File: config.mk
export PLATFORM = sky130hd
export DESIGN_NAME = gold_scrambler_seq
export DESIGN_NICKNAME = d
export VERILOG_FILES = /design/src/rtl/gold_scrambler_seq.sv
export SDC_FILE = /design/constraint.sdc
export NUM_CORES = 1
export LEC_CHECK = 0
export CAP_MARGIN = 0
export CORE_MARGIN = 1.5
export CORE_UTILIZATION = 45
export DETAILED_ROUTE_END_ITERATION = 6
export RECOVER_POWER = 100
export REMOVE_ABC_BUFFERS = 1
export SETUP_SLACK_MARGIN = 0.05
export SLEW_MARGIN = 25
export SYNTH_ARGS = -nofsm -noshare
export SYNTH_HDL_FRONTEND = slang
export SYNTH_SLANG_ARGS = --single-unit
export TNS_END_PERCENT = 50
File: constraint.sdc
create_clock -name i_clk -period 5.4 [get_ports i_clk]
set_input_delay 1.62 -clock i_clk [delete_from_list [all_inputs] [get_ports i_clk]]
set_output_delay 1.62 -clock i_clk [all_outputs]
set_load 0.05 [all_outputs]
File: src/rtl/gold_scrambler_seq.sv
// CCSDS complex scrambling-sequence generator: Gold-code Rn symbols, LANES per beat,
// selectable code number via sequential x-register seek, restart every FRAME_LEN symbols.
module gold_scrambler_seq #(
  parameter int LANES     = 1,
  parameter int FRAME_LEN = 16200,
  parameter int CODE_W    = 18
) (
  input  logic               i_clk,
  input  logic               i_rst_n,
  input  logic               i_start,
  input  logic [CODE_W-1:0]  i_code_n,
  input  logic               i_stop,
  input  logic               i_ready,
  output logic               o_valid,
  output logic [2*LANES-1:0] o_r,
  output logic               o_sof,
  output logic               o_eof,
  output logic               o_busy
);

  localparam int CNT_W = $clog2(FRAME_LEN);
  localparam logic [CNT_W-1:0] EOF_CNT  = CNT_W'(FRAME_LEN - LANES);
  localparam logic [CNT_W-1:0] LANE_INC = CNT_W'(LANES);
  localparam logic [17:0]      X_INIT   = 18'h00001;
  localparam logic [17:0]      Y_INIT   = 18'h3FFFF;

  typedef enum logic [1:0] {S_IDLE, S_SEEK, S_RUN} state_t;

  state_t             state;
  logic [17:0]        x, y, x_seed, y_seed;
  logic [17:0]        x_adv, y_adv;
  logic [CODE_W-1:0]  seek_cnt;
  logic [CNT_W-1:0]   sym_cnt;
  logic               valid_q, busy_q;
  logic [2*LANES-1:0] r_lanes;

  function automatic logic [17:0] x_step(input logic [17:0] v);
    return {v[7] ^ v[0], v[17:1]};
  endfunction

  function automatic logic [17:0] y_step(input logic [17:0] v);
    return {v[10] ^ v[7] ^ v[5] ^ v[0], v[17:1]};
  endfunction

  function automatic logic [1:0] rn_of(input logic [17:0] xv, input logic [17:0] yv);
    logic zlo, zhi;
    zlo = xv[0] ^ yv[0];
    zhi = xv[4] ^ xv[6] ^ xv[15] ^ yv[5] ^ yv[6] ^ (^yv[15:8]);
    return {zhi, zlo};
  endfunction

  // Lane k sees the state k steps ahead; the state after the last lane is the next beat's start.
  always_comb begin : unroll
    logic [17:0] xv, yv;
    xv      = x;
    yv      = y;
    r_lanes = '0;
    for (int unsigned k = 0; k < LANES; k++) begin
      r_lanes[2*k +: 2] = rn_of(xv, yv);
      xv = x_step(xv);
      yv = y_step(yv);
    end
    x_adv = xv;
    y_adv = yv;
  end

  always_ff @(posedge i_clk or negedge i_rst_n) begin
    if (!i_rst_n) begin
      state    <= S_IDLE;
      x        <= X_INIT;
      y        <= Y_INIT;
      x_seed   <= X_INIT;
      y_seed   <= Y_INIT;
      seek_cnt <= '0;
      sym_cnt  <= '0;
      valid_q  <= 1'b0;
      busy_q   <= 1'b0;
    end else if (i_stop) begin
      state   <= S_IDLE;
      sym_cnt <= '0;
      valid_q <= 1'b0;
      busy_q  <= 1'b0;
    end else if (i_start) begin
      state    <= S_SEEK;
      seek_cnt <= i_code_n;
      x        <= X_INIT;
      y        <= Y_INIT;
      sym_cnt  <= '0;
      valid_q  <= 1'b0;
      busy_q   <= 1'b1;
    end else begin
      case (state)
        S_SEEK: begin
          if (seek_cnt == '0) begin
            x_seed  <= x;
            y_seed  <= y;
            state   <= S_RUN;
            valid_q <= 1'b1;
            busy_q  <= 1'b0;
          end else begin
            x        <= x_step(x);
            seek_cnt <= seek_cnt - CODE_W'(1);
          end
        end
        S_RUN: begin
          if (i_ready) begin
            if (sym_cnt == EOF_CNT) begin
              x       <= x_seed;
              y       <= y_seed;
              sym_cnt <= '0;
            end else begin
              x       <= x_adv;
              y       <= y_adv;
              sym_cnt <= sym_cnt + LANE_INC;
            end
          end
        end
        default: begin
          valid_q <= 1'b0;
          busy_q  <= 1'b0;
        end
      endcase
    end
  end

  assign o_valid = valid_q;
  assign o_busy  = busy_q;
  assign o_r     = valid_q ? r_lanes : '0;
  assign o_sof   = valid_q && (sym_cnt == '0);
  assign o_eof   = valid_q && (sym_cnt == EOF_CNT);

endmodule

# --- Word-level counts from Yosys, hierarchy flattened ---
# Cells that the tools add are included.
word_totals:
  elab_cells: 81
  out_inout_bits: 6
  regBits: 108
classes:
  muxes: 30
  bitwise: 12
  n_eq_ne: 8
  addsub: 2
  reduce_logical: 20
ops:
  columns: ["cell", "count"]
  rows:
  - ["$mux 18", 11]
  - ["$mux 14", 5]
  - ["$pmux 18 s2", 1]
  - ["$logic_not 18->1", 1]
  - ["$sub 18x1->18 const B", 1]
  - ["$reduce_bool 3->1", 5]
  - ["$add 14x1->14 const B", 1]
  - ["$eq 14x14->1 const B", 1]
  - ["$logic_not 14->1", 1]
  - ["$mux 2", 5]
  - ["$xor 1x1->1", 10]
  - ["$ne 3x3->1 const B", 3]
  - ["$reduce_and 4->1", 2]
  - ["$reduce_xor 8->1", 1]
  - ["$mux 1", 6]
  - ["$reduce_and 2->1", 3]
  - ["$reduce_and 3->1", 2]
  - ["$reduce_bool 2->1", 3]
  - ["$ne 4x4->1 const B", 1]
  - ["$pmux 1 s2", 2]
  - ["$eq 2x1->1 const B", 1]
  - ["$eq 2x2->1 const B", 1]
  - ["$logic_and 1x1->1", 2]
  - ["$ne 2x2->1 const B", 1]
  - ["$not 1->1", 2]

# --- Depth between registers and ports, before layout ---
# Gate-level depths: netlist of the first run.
depth:
  ltp_word: 7
  ltp_mapped: 9

# --- Worst setup path after synthesis of the first run ---
# OpenSTA, ideal clock, no wires.
synth_path:
  path_kind: "flip-flop to output port"
  start: "reg sym_cnt[3]"
  end: "out o_sof"
  path_slack_ns: 1.620
  arrival_ns: 2.160
  t_required_ns: 3.780
  path_stages_with_launch: 4
  cell_sequence: "dfrtp_1 or4_1 buf_2 nor3_1"
synth_between:
  elab_chain_len: 2
synth_lines:
  columns: ["item", "line_no", "source"]
  rows:
  - ["start: declaration", "33", "logic [CNT_W-1:0] sym_cnt;"]
  - ["start signal: assignment", "114", "sym_cnt <= sym_cnt + LANE_INC;"]
  - ["$logic_not 14->1", "129", "assign o_sof = valid_q && (sym_cnt == '0);"]
  - ["$logic_and 1x1->1", "129", null]
  - ["end: declaration", "16", "output logic o_sof,"]
# Every way passes these cells.

# --- Final worst setup path of the first run ---
layout_path:
  start: "reg sym_cnt[3]"
  end: "out o_eof"
layout_between:
  elab_chain_len: 2
layout_lines:
  columns: ["item", "line_no", "source"]
  rows:
  - ["$eq 14x14->1", "130", "assign o_eof = valid_q && (sym_cnt == EOF_CNT);"]
  - ["$logic_and 1x1->1", "130", null]
  - ["end: declaration", "17", "output logic o_eof,"]
# Every way passes these cells.

==> run summary, run 1 <==
DRT Pass-1 Iters -> 5
Worst ir drop on vdd -> 172 µV
Vias per cell -> 5.76
ANT cells -> 0
Worst path bufs/invs -> 1
Die Width -> 114 µm
Avg Inst Size Synth -> 10.5 µm²
Number of buffers created by CTS -> 9
Ys async rst share -> 100%
Synth area leader -> dfrtp_1
Yosys top cell area share -> 31.7%
Critical path fanouts, max -> 6
CP Capture Type -> primary output
Cell variety after synth -> 50
Io pins -> 29
Post-CTS Hold Fix Bufs -> 0
Clk Latency, worst-skew pair -> 0.36 ns
Die height -> 114 µm
All-Layer GR Usage -> 20.2%
Worst hold path class -> reg2reg
Max-cap check violation count -> 2
Measured slew at the worst slew-check pin -> 2.01 ns
Final Cycle Share -> 82.0%
TritonCTS clock tree -> done
Sink Count -> 108
Crit path cell chain -> or4_1 > nor3_1 > and4_1 > dlygate4sd3_1
Crit Path Class -> reg2out
Synth warnings -> 0
ANT nets after route -> 0
Share of layout cells above drive strength 1 -> 13.3%
Max Clk Rate -> 0.226 GHz
Setup violations, final -> 0
Fin crit period -> 4.43 ns
CP max-delay cell -> dlygate4sd3_1
EDFF count, synth -> 0
Synthesis-stage register bit count -> 108
Dominant synthesized flop cell -> dfrtp_1
WP data required -> 3.78 ns
Post-Synthesis Cell Area -> 5530 µm²
GP Congestion -> 0.892
GRT overflow -> 0
Port Buf Inserts -> 28
Post-synthesis sequential area ratio -> 49.7%
Status -> finished with violations
Leakage power -> 2.56 nW
Setup bufs post-CTS -> 0
Top cell family by delay on the critical path -> simple AND/OR/NAND/NOR gates
Vias in the first global route -> 4128
Syn-to-layout area delta -> 9.44%
Worst EP arrival -> 2.81 ns
Wirelength, routed -> 12.1 mm
PD cells -> 272 nW/µm²
PostCTS Resize Cnt -> 0
Setup TNS -> 0 ns
Clk buf depth -> 2
Largest net degree at the start of global routing -> 82
Skew final -> 0.00805 ns
Nets -> 577
Remaining DRCs -> 0
Final count of hold timing violations -> 0
DIE AREA -> 13000 µm²
Pins Over Slew Limit -> 111
DR iter-0 viols -> 301
Most frequent cells in the layout -> nand2_1, dfrtp_1, nor2_1, dfstp_2, o21ai_0
Syn Inst Count -> 529
Worst-path clk slew -> 0.07 ns
Core Region -> 12000 µm²
Worst path max stage delay -> 0.87 ns
Root buffer cell -> clkbuf_16
Via count -> 4051
Synth area leaders -> dfrtp_1, dfstp_2, mux2_4
Failing checks -> max-capacitance violations, max-slew violations
Relative slew slack -> -33.8%
Placed insts -> 686
Hpwl dp -> 7.66 mm
Row count -> 40
Commonest non-fill, non-tap cell in the layout -> nand2_1
Wire length per cell -> 17.2 µm
Post-Layout Cell Count -> 703
Initial antenna violation count -> 0
First-pass GRT wire length -> 20.7 mm
H-tree depth -> 3
Initial Util -> 46.0%
RSZ-0062 raised after global routing -> false
Critical path launch point type -> flip-flop
logic make-up (layout without fill, tap and decap cells):
| family | after synthesis | count (layout) | synth area share, % |
|---|---|---|---|
| and+or+nand+nor | 195 | 195 | 17.2 |
| AOI/OAI and AO/OA | 110 | 110 | 12.5 |
| DFF | 108 | 108 | 49.7 |
| muxes | 55 | 55 | 12.8 |
| buffers and inverters | 34 | 61 | 3.28 |
| xor gates and xnor gates | 24 | 24 | 3.80 |
| adders and majority gates | 3 | 3 | 0.679 |
worst register-to-register path, stage by stage, from the launching register on:
cell	delay [ns]
dfrtp_1	0.41
inv_1	0.10
ha_1	0.19
or3b_2	0.53
nor2_1	0.77
nand4_2	1.28
mux2_1	0.76
per-stage QoR:
step	hold slack [ns]	area, µm²	power, mW	utilization, %	setup slack [ns]
after detailed placement	0.477	5890	1.01	49.1	1.34
final	0.491	6050	1.64	50.4	0.972
after CTS	0.488	6180	1.67	51.4	1.01
after global routing	0.504	6050	1.71	50.4	0.687
after floorplan	0.465	5390	0.942	-	1.61
after global placement	0.472	5890	1.01	49.1	1.36
power breakdown:
group | switching, mW | internal [mW]
clock network | 0.308 | 0.342
registers | 0.0328 | 0.835
logic | 0.0778 | 0.0475
total | 0.419 | 1.22
registers in the layout (all words and copies together), names as in the netlist:
register  count
seek_cnt     18
sym_cnt      14
y_seed       18
x_seed       18
o_busy        1
x            18
o_valid       1
state         2
y            18
worst paths after layout:
check | from | endpoint | slack, ns | cells past startpoint
setup reg to reg | seek_cnt[0] | x_seed[5] | 1.25 | 6
min in group asynchronous | i_rst_n | x_seed[1] | 1.82 | 1
setup / recovery | sym_cnt[3] | o_eof | 0.97 | 4
hold / removal | y_seed[5] | y[5] | 0.49 | 2
hold reg to reg | y_seed[5] | y[5] | 0.49 | 2
max in group asynchronous | i_rst_n | seek_cnt[3] | 1.33 | 2
synth_stat cells, types with 3 or more instances:
cell type  instances
and2_1             5
a21oi_1           18
dfrtp_1           70
or3_1              3
a311oi_1           8
mux2_4            29
nand3_1            7
dfstp_2           38
inv_1             10
nor3_1            15
and4_1             4
buf_2              6
nand4_1            4
mux2_2             8
buf_6              6
ha_1               3
clkbuf_1           9
o21ai_0           36
nand2_1           79
nor4_1             8
a211oi_1           9
xor2_1             9
mux2i_1           18
xnor2_1           15
and3_1             4
a32oi_1            3
nor2_1            49
o22ai_1            4
a31oi_1           20
nor2b_1            3
cell type report:
cell class,instances,area (µm²)
repair buffers,35,313
flip-flops and latches,108,2750
multi-input cells,387,2480
well taps,147,184
inverters,10,37.5
clock inverters,5,31.3
fillers,1128,5960
clock buffers,11,254
routing by layer:
| metal | track usage [%] | vias up | routed length, µm |
|---|---|---|---|
| met5 | 0 | - | 0 |
| met4 | 5.33 | 0 | 130 |
| met3 | 5.26 | 10 | 428 |
| met2 | 32.1 | 72 | 5780 |
| met1 | 27.6 | 2023 | 5740 |
| li1 | - | 1946 | - |
Note: power is estimated with default switching activity, not from simulation.
==> run 2, diff against run 1 <==
Clock period 5.4 ns to 4.5 ns, I/O delays scaled along.
==> run 2 against run 1 <==
  * The run still ends with max-capacitance violations, max-slew violations left
  * Via count decreased by 1.2%
  * Hold slack about the same
  * Sequential power rose by 20%
  * Final area grew 0.56%
  * Wire length down 3.1%
  * Power increased by 18%
  * Global-route usage shrank 0.38 points
  * Non-clock buffer count grew 6
  * Combinational power rose by 21%
  * Clock skew about the same
  * Setup slack worse by 0.62 ns
  * Flip-flop and latch count unchanged
  * Largest power group unchanged
  * Highest routed layer unchanged
==> run summary, run 2 (synthesis results as in run 1) <==
Largest net degree at the start of global routing -> 56
Setup violations, final -> 0
DRT Pass-1 Iters -> 5
Clk buf depth -> 2
RR Startpoint -> seek_cnt[8]
TritonCTS clock tree -> done
Setup TNS -> 0 ns
Worst EP arrival -> 2.80 ns
Relative slew slack -> -87.6%
RSZ-0062 raised after global routing -> false
Critical path launch point type -> flip-flop
Crit Path Class -> reg2out
Commonest non-fill, non-tap cell in the layout -> nand2_1
Row count -> 40
Leakage power -> 2.57 nW
Fin crit period -> 4.15 ns
ANT cells -> 0
Most frequent cells in the layout -> nand2_1, dfrtp_1, nor2_1, dfstp_2, o21ai_0
Skew final -> 0.00774 ns
Final count of hold timing violations -> 0
Worst hold path class -> reg2reg
Final Cycle Share -> 92.1%
Sink Count -> 108
Post-CTS Hold Fix Bufs -> 0
DIE AREA -> 13000 µm²
Hold Startpoint -> y_seed[9]
Nets -> 583
Clk Latency, worst-skew pair -> 0.35 ns
CP Capture Type -> primary output
Syn-to-layout area delta -> 10.0%
First-pass GRT wire length -> 20.3 mm
Vias in the first global route -> 4104
Max-cap check violation count -> 1
DR iter-0 viols -> 181
Wire length per cell -> 16.5 µm
WP data required -> 3.15 ns
Share of layout cells above drive strength 1 -> 13.9%
Vias per cell -> 5.65
All-Layer GR Usage -> 19.8%
Max Clk Rate -> 0.241 GHz
Via count -> 4004
Worst ir drop on vdd -> 243 µV
Measured slew at the worst slew-check pin -> 2.81 ns
PostCTS Resize Cnt -> 0
Hpwl dp -> 7.78 mm
ANT nets after route -> 0
GP Congestion -> 0.845
Final hold slack -> 0.491 ns
Worst-path clk slew -> 0.07 ns
Crit path from -> sym_cnt[3]
H-tree depth -> 3
Remaining DRCs -> 0
Root buffer cell -> clkbuf_16
Number of buffers created by CTS -> 9
Initial antenna violation count -> 0
Initial Util -> 46.0%
Status -> finished with violations
Die Width -> 114 µm
Critical path fanouts, max -> 6
Io pins -> 29
Die height -> 114 µm
Setup bufs post-CTS -> 0
GRT overflow -> 0
Pins Over Slew Limit -> 56
Port Buf Inserts -> 28
Failing checks -> max-capacitance violations, max-slew violations
PD cells -> 319 nW/µm²
Wirelength, routed -> 11.7 mm
Core Region -> 12000 µm²
## run 2: worst paths after layout
check                                   to  slack, ns  depth (start not counted)
worst min-delay path                  y[9]       0.49                          2
max in group asynchronous            x[13]       0.80                          2
worst max register to register  x_seed[10]       0.76                          4
min in group asynchronous        x_seed[1]       1.89                          1
worst max-delay path                 o_eof       0.35                          4
worst min register to register        y[9]       0.49                          2
## run 2: cell type report
cell class,instances,area (µm²)
sequential,108,2750
inverter,10,37.5
clock buffer,10,239
fill,1144,5930
clock inverter,6,38.8
tap,147,184
timing repair buffer,41,354
multi-input combinational,387,2480
## run 2: stage by stage
stage          instances  cell area [µm²]  utilization (%)  total power [mW]  worst slack [ns]
3_5_place_dp         693             5950             49.5              1.21             0.780
5_1_grt              709             6080             50.7              2.02             0.184
6_report             709             6080             50.7              1.94             0.354
2_1_floorplan        505             5390                -              1.13             0.979
3_3_place_gp         692             5940             49.4              1.21             0.839
4_1_cts              709             6230             51.8              1.97             0.389
## run 2: critical path: stages (launching register included)
cell	delay [ns]
dfrtp_1	0.44
or4_1	0.67
nor3_1	0.26
and4_1	0.22
dlygate4sd3_1	0.86
## run 2: routing by layer
metal,track usage (%),wire length (µm)
met5,0,0
met4,4.83,107
met3,5.05,464
met2,32.4,5550
met1,26.5,5580
## run 2: power by group
part,switching [mW],internal [mW]
Sequential,0.0386,1.00
Clock,0.358,0.390
Combinational,0.0925,0.0589
Total,0.489,1.45
==> edit 1: new RTL, config.mk and constraints of run 2 <==
The parameter `CODE_W` goes from 18 to 36.
--- a/src/rtl/gold_scrambler_seq.sv
+++ b/src/rtl/gold_scrambler_seq.sv
@@ -5,3 +5,3 @@
   parameter int FRAME_LEN = 16200,
-  parameter int CODE_W    = 18
+  parameter int CODE_W    = 36
 ) (
Interface: changed (resized i_code_n); port bits go from 29 to 47. No check against the original RTL was run, so the function may have changed too.
==> edit 1 against run 2 <==
The run still ends with max-capacitance violations, max-slew violations left; setup slack better by 0.10 ns; total power grew 64%; register-to-register slack got worse by 0.19 ns; maximum frequency is 2.5% higher; routed wire length rose by 47%; area after synthesis grew 20%; design area grew 32%; largest cell class is now multi-input combinational cells; critical path depth increased by 3; sequential cell count is 18 higher.
==> edit 1: results <==
global_route:
  met2_usage_pct: 36.46
  grt_first_pass_wirelength_um: 29040
  groute.layer.met3.usage_pct: 4.897
  grt_pass1_vias: 5653
sta:
  maxSlewViolCount: 60
  hold_slack_ns: 0.4849
  tightest_slew_ns: 1.588
clock_tree:
  htree_levels: 4
  cts_buffers: 17
power:
  leakagePower_nw: 3.415
  ir_drop_mv: 0.2748
finish:
  nets: 772
  drive_gt1_share_pct: 17.30
  fillers: 1283
critical_path:
  rr_worst_depth: 6
  rr_startpoint: "seek_cnt[4]$_DFFE_PN0P_"
  crit_family: "buffers and inverters"
  crit_path_max_incr_delay_ns: 0.81
status:
  violations: "max-capacitance violations, max-slew violations"
  run_status: "finished with violations"
logic_synthesis:
  synth_area_leaders: "dfrtp_1 (33%), dfstp_2 (15%), mux2_2 (5.4%)"
  synthAdderAreaFrac_pct: 0.7532
  synth_common_cells: "nand2_1 (93), dfrtp_1 (88), nor2_1 (72)"
  synth-compound-area-share_pct: 14.84
detailed_routing:
  drtPass1Iterations: 7
  drtIter0Drc: 445
placed_design:
  gp_congestion: 0.8659
  dp_hpwl_um: 11130
run:
  maxCapViolCount: 1
hold_path:
  whs_path_depth: 1
edit 1: area by class of cell:
type / instances / area share [%]
tap: 184 / 2.876
timing repair buffer: 63 / 6.941
clock inverter: 10 / 2.595
clock buffer: 22 / 6.050
multi-input combinational: 508 / 41.03
sequential: 126 / 39.99
inverter: 11 / 0.5159
edit 1: power groups by stage:
stage          sequential [W]  clock [W]  combinational (W)
2_1_floorplan         0.00128          0           0.000169
3_3_place_gp          0.00130          0           0.000295
3_5_place_dp          0.00130          0           0.000302
4_1_cts               0.00128    0.00163           0.000304
5_1_grt               0.00130    0.00168           0.000334
6_report              0.00129    0.00160           0.000299
edit 1: metrics by stage:
step / setup WS (ns) / utilization, % / total power, W / std cells
finish: 0.4558 / 55.28 / 0.003185 / 924
global route: 0.2625 / 55.28 / 0.003310 / 924
CTS: 0.5710 / 55.64 / 0.003215 / 924
detailed placement: 0.9031 / 50.86 / 0.001602 / 892
global placement: 0.9406 / 50.86 / 0.001592 / 892
floorplan: 0.4749 / - / 0.001445 / 645
==> edit 2: new RTL, config.mk and constraints of run 2 <==
Without the edit above. Re-encode `state_t` (3 states) as one-hot, 3 bits wide.
--- a/src/rtl/gold_scrambler_seq.sv
+++ b/src/rtl/gold_scrambler_seq.sv
@@ -26,3 +26,3 @@
 
-  typedef enum logic [1:0] {S_IDLE, S_SEEK, S_RUN} state_t;
+  typedef enum logic [2:0] {S_IDLE = 3'b001, S_SEEK = 3'b010, S_RUN = 3'b100} state_t;
 
Formal check against the unedited RTL: no difference found for any inputs over 10 cycles, from zero or initial values and one cycle with i_rst_n low; not proved beyond that.
==> edit 2 against run 2 <==
The flow still finishes with violations (max-capacitance violations, max-slew violations); setup slack improved by 0.16 ns; core utilization increased by 0.70 points; sequential cell count is 1 higher; count of clock-buffer cells in the layout increased by 1; highest routed layer unchanged; register-to-register slack improved by 0.20 ns; routed wire length fell by 3.3%; sequential share of layout area is 0.38 points lower; critical path type unchanged; critical path depth unchanged; area after synthesis up 1.0%; total power is 5.0% higher; final cell count is 0.14% higher; design area rose by 1.8%.
==> edit 2: results <==
logic_synthesis:
  ys_types: 52
  synth_area_leaders: "dfrtp_1 (31%), dfstp_2 (18%), mux2i_1 (8.6%)"
  synth_common_cells: "dfrtp_1 (70), mux2i_1 (48), nor2_1 (46)"
  seq_area_frac_synth_pct: 49.71
  synthCells: 515
  synth_ff_type: "dfrtp_1"
clock_tree:
  clock_path_buffers: 2
  ctsResizeCount: 0
global_route:
  met2_usage_pct: 29.62
  grt_use_met1_pct: 26.79
  groute.layer.met3.usage_pct: 4.553
  grt_pass1_vias: 3872
  grt_max_degree: 110
  antenna_found_initial: 0
  grt_first_pass_wirelength_um: 19670
  grtUsageTotal_pct: 19.07
critical_path:
  worstPathMaxFanout: 5
  startpoint: "sym_cnt[3]$_DFFE_PN0P_"
  r2r_setup_slack_ns: 0.96
  arrival_ns: 2.64
  rr_startpoint: "seek_cnt[0]$_DFFE_PN0P_"
detailed_routing:
  drtIter0Drc: 290
  wl_met1_um: 5542
  wl_met2_um: 5261
  routed-wl-met3_um: 365
  drtPass1Iterations: 4
  routedWlPerCell_um: 15.94
  avgViaCountPerCell: 5.446
power:
  leakagePower_nw: 2.496
  ir_drop_mv: 0.2126
placed_design:
  gp_congestion: 0.8497
  dp_hpwl_um: 7264
  placed_cell_area_um2: 6037
  portBuffers: 28
  pre_cts_ws_ns: 0.9012
  dp_cells: 694
sta:
  clock_skew_ns: 0.007674
  period_needed_ns: 3.991
  maxSlewViolCount: 110
  hold_slack_ns: 0.4983
  setup_viol: 0
  tightest_slew_ns: 2.671
finish:
  nets: 563
  layoutNonFillerInstCount: 710
  drive_gt1_share_pct: 14.39
status:
  violations: "max-capacitance violations, max-slew violations"
  run_status: "finished with violations"
run:
  maxCapViolCount: 1
hold_path:
  min_from: "x_seed[17]$_DFFE_PN0P_"
## edit 2: metrics by stage
stage | util [%] | total power [W]
global route | 51.36 | 0.002134
floorplan | - | 0.001161
CTS | 52.55 | 0.002068
global placement | 50.05 | 0.001241
detailed placement | 50.05 | 0.001247
finish | 51.36 | 0.002036
## edit 2: path summary, 6_finish.rpt
| path | to | cells after the start |
|---|---|---|
| max reg2reg | x_seed[1]$_DFFE_PN0P_ | 8 |
| max in group asynchronous | x_seed[15]$_DFFE_PN0P_ | 2 |
| min reg2reg | x_seed[17]$_DFFE_PN0P_ | 1 |
| max | o_eof | 4 |
| min in group asynchronous | sym_cnt[7]$_DFFE_PN0P_ | 2 |
| min | x_seed[17]$_DFFE_PN0P_ | 1 |
## edit 2: report_power, final
| part | total [W] | internal, W | switching [W] |
|---|---|---|---|
| registers | 0.00106 | 0.00102 | 0.0000448 |
| logic | 0.000166 | 0.0000690 | 0.0000970 |
| clock network | 0.000810 | 0.000458 | 0.000353 |
| total | 0.00204 | 0.00154 | 0.000494 |
## edit 2: worst max-delay path, stage by stage (launching register included)
cell	delay (ns)
dfrtp_1	0.42
or4_1	0.60
nor4_1	0.27
and2_1	0.15
dlygate4sd3_1	0.86
## edit 2: cell type report
cell class	instances	area, um2
fill	1119	5867
sequential	109	2776
clock inverter	5	48.80
tap	168	210.2
multi-input combinational	366	2524
timing repair buffer	39	337.8
clock buffer	11	252.7
inverter	12	45.04
## edit 2: logic make-up (layout without fill, tap and decap cells)
family | Yosys count | count (layout) | synth area share, %
adders and majority gates | 3 | 3 | 0.6721
and+or+nand+nor | 156 | 156 | 13.69
muxes | 85 | 85 | 18.08
buffers and inverters | 40 | 67 | 3.360
AOI/OAI and AO/OA | 95 | 95 | 10.26
xor gates and xnor gates | 27 | 27 | 4.234
DFF | 109 | 109 | 49.71
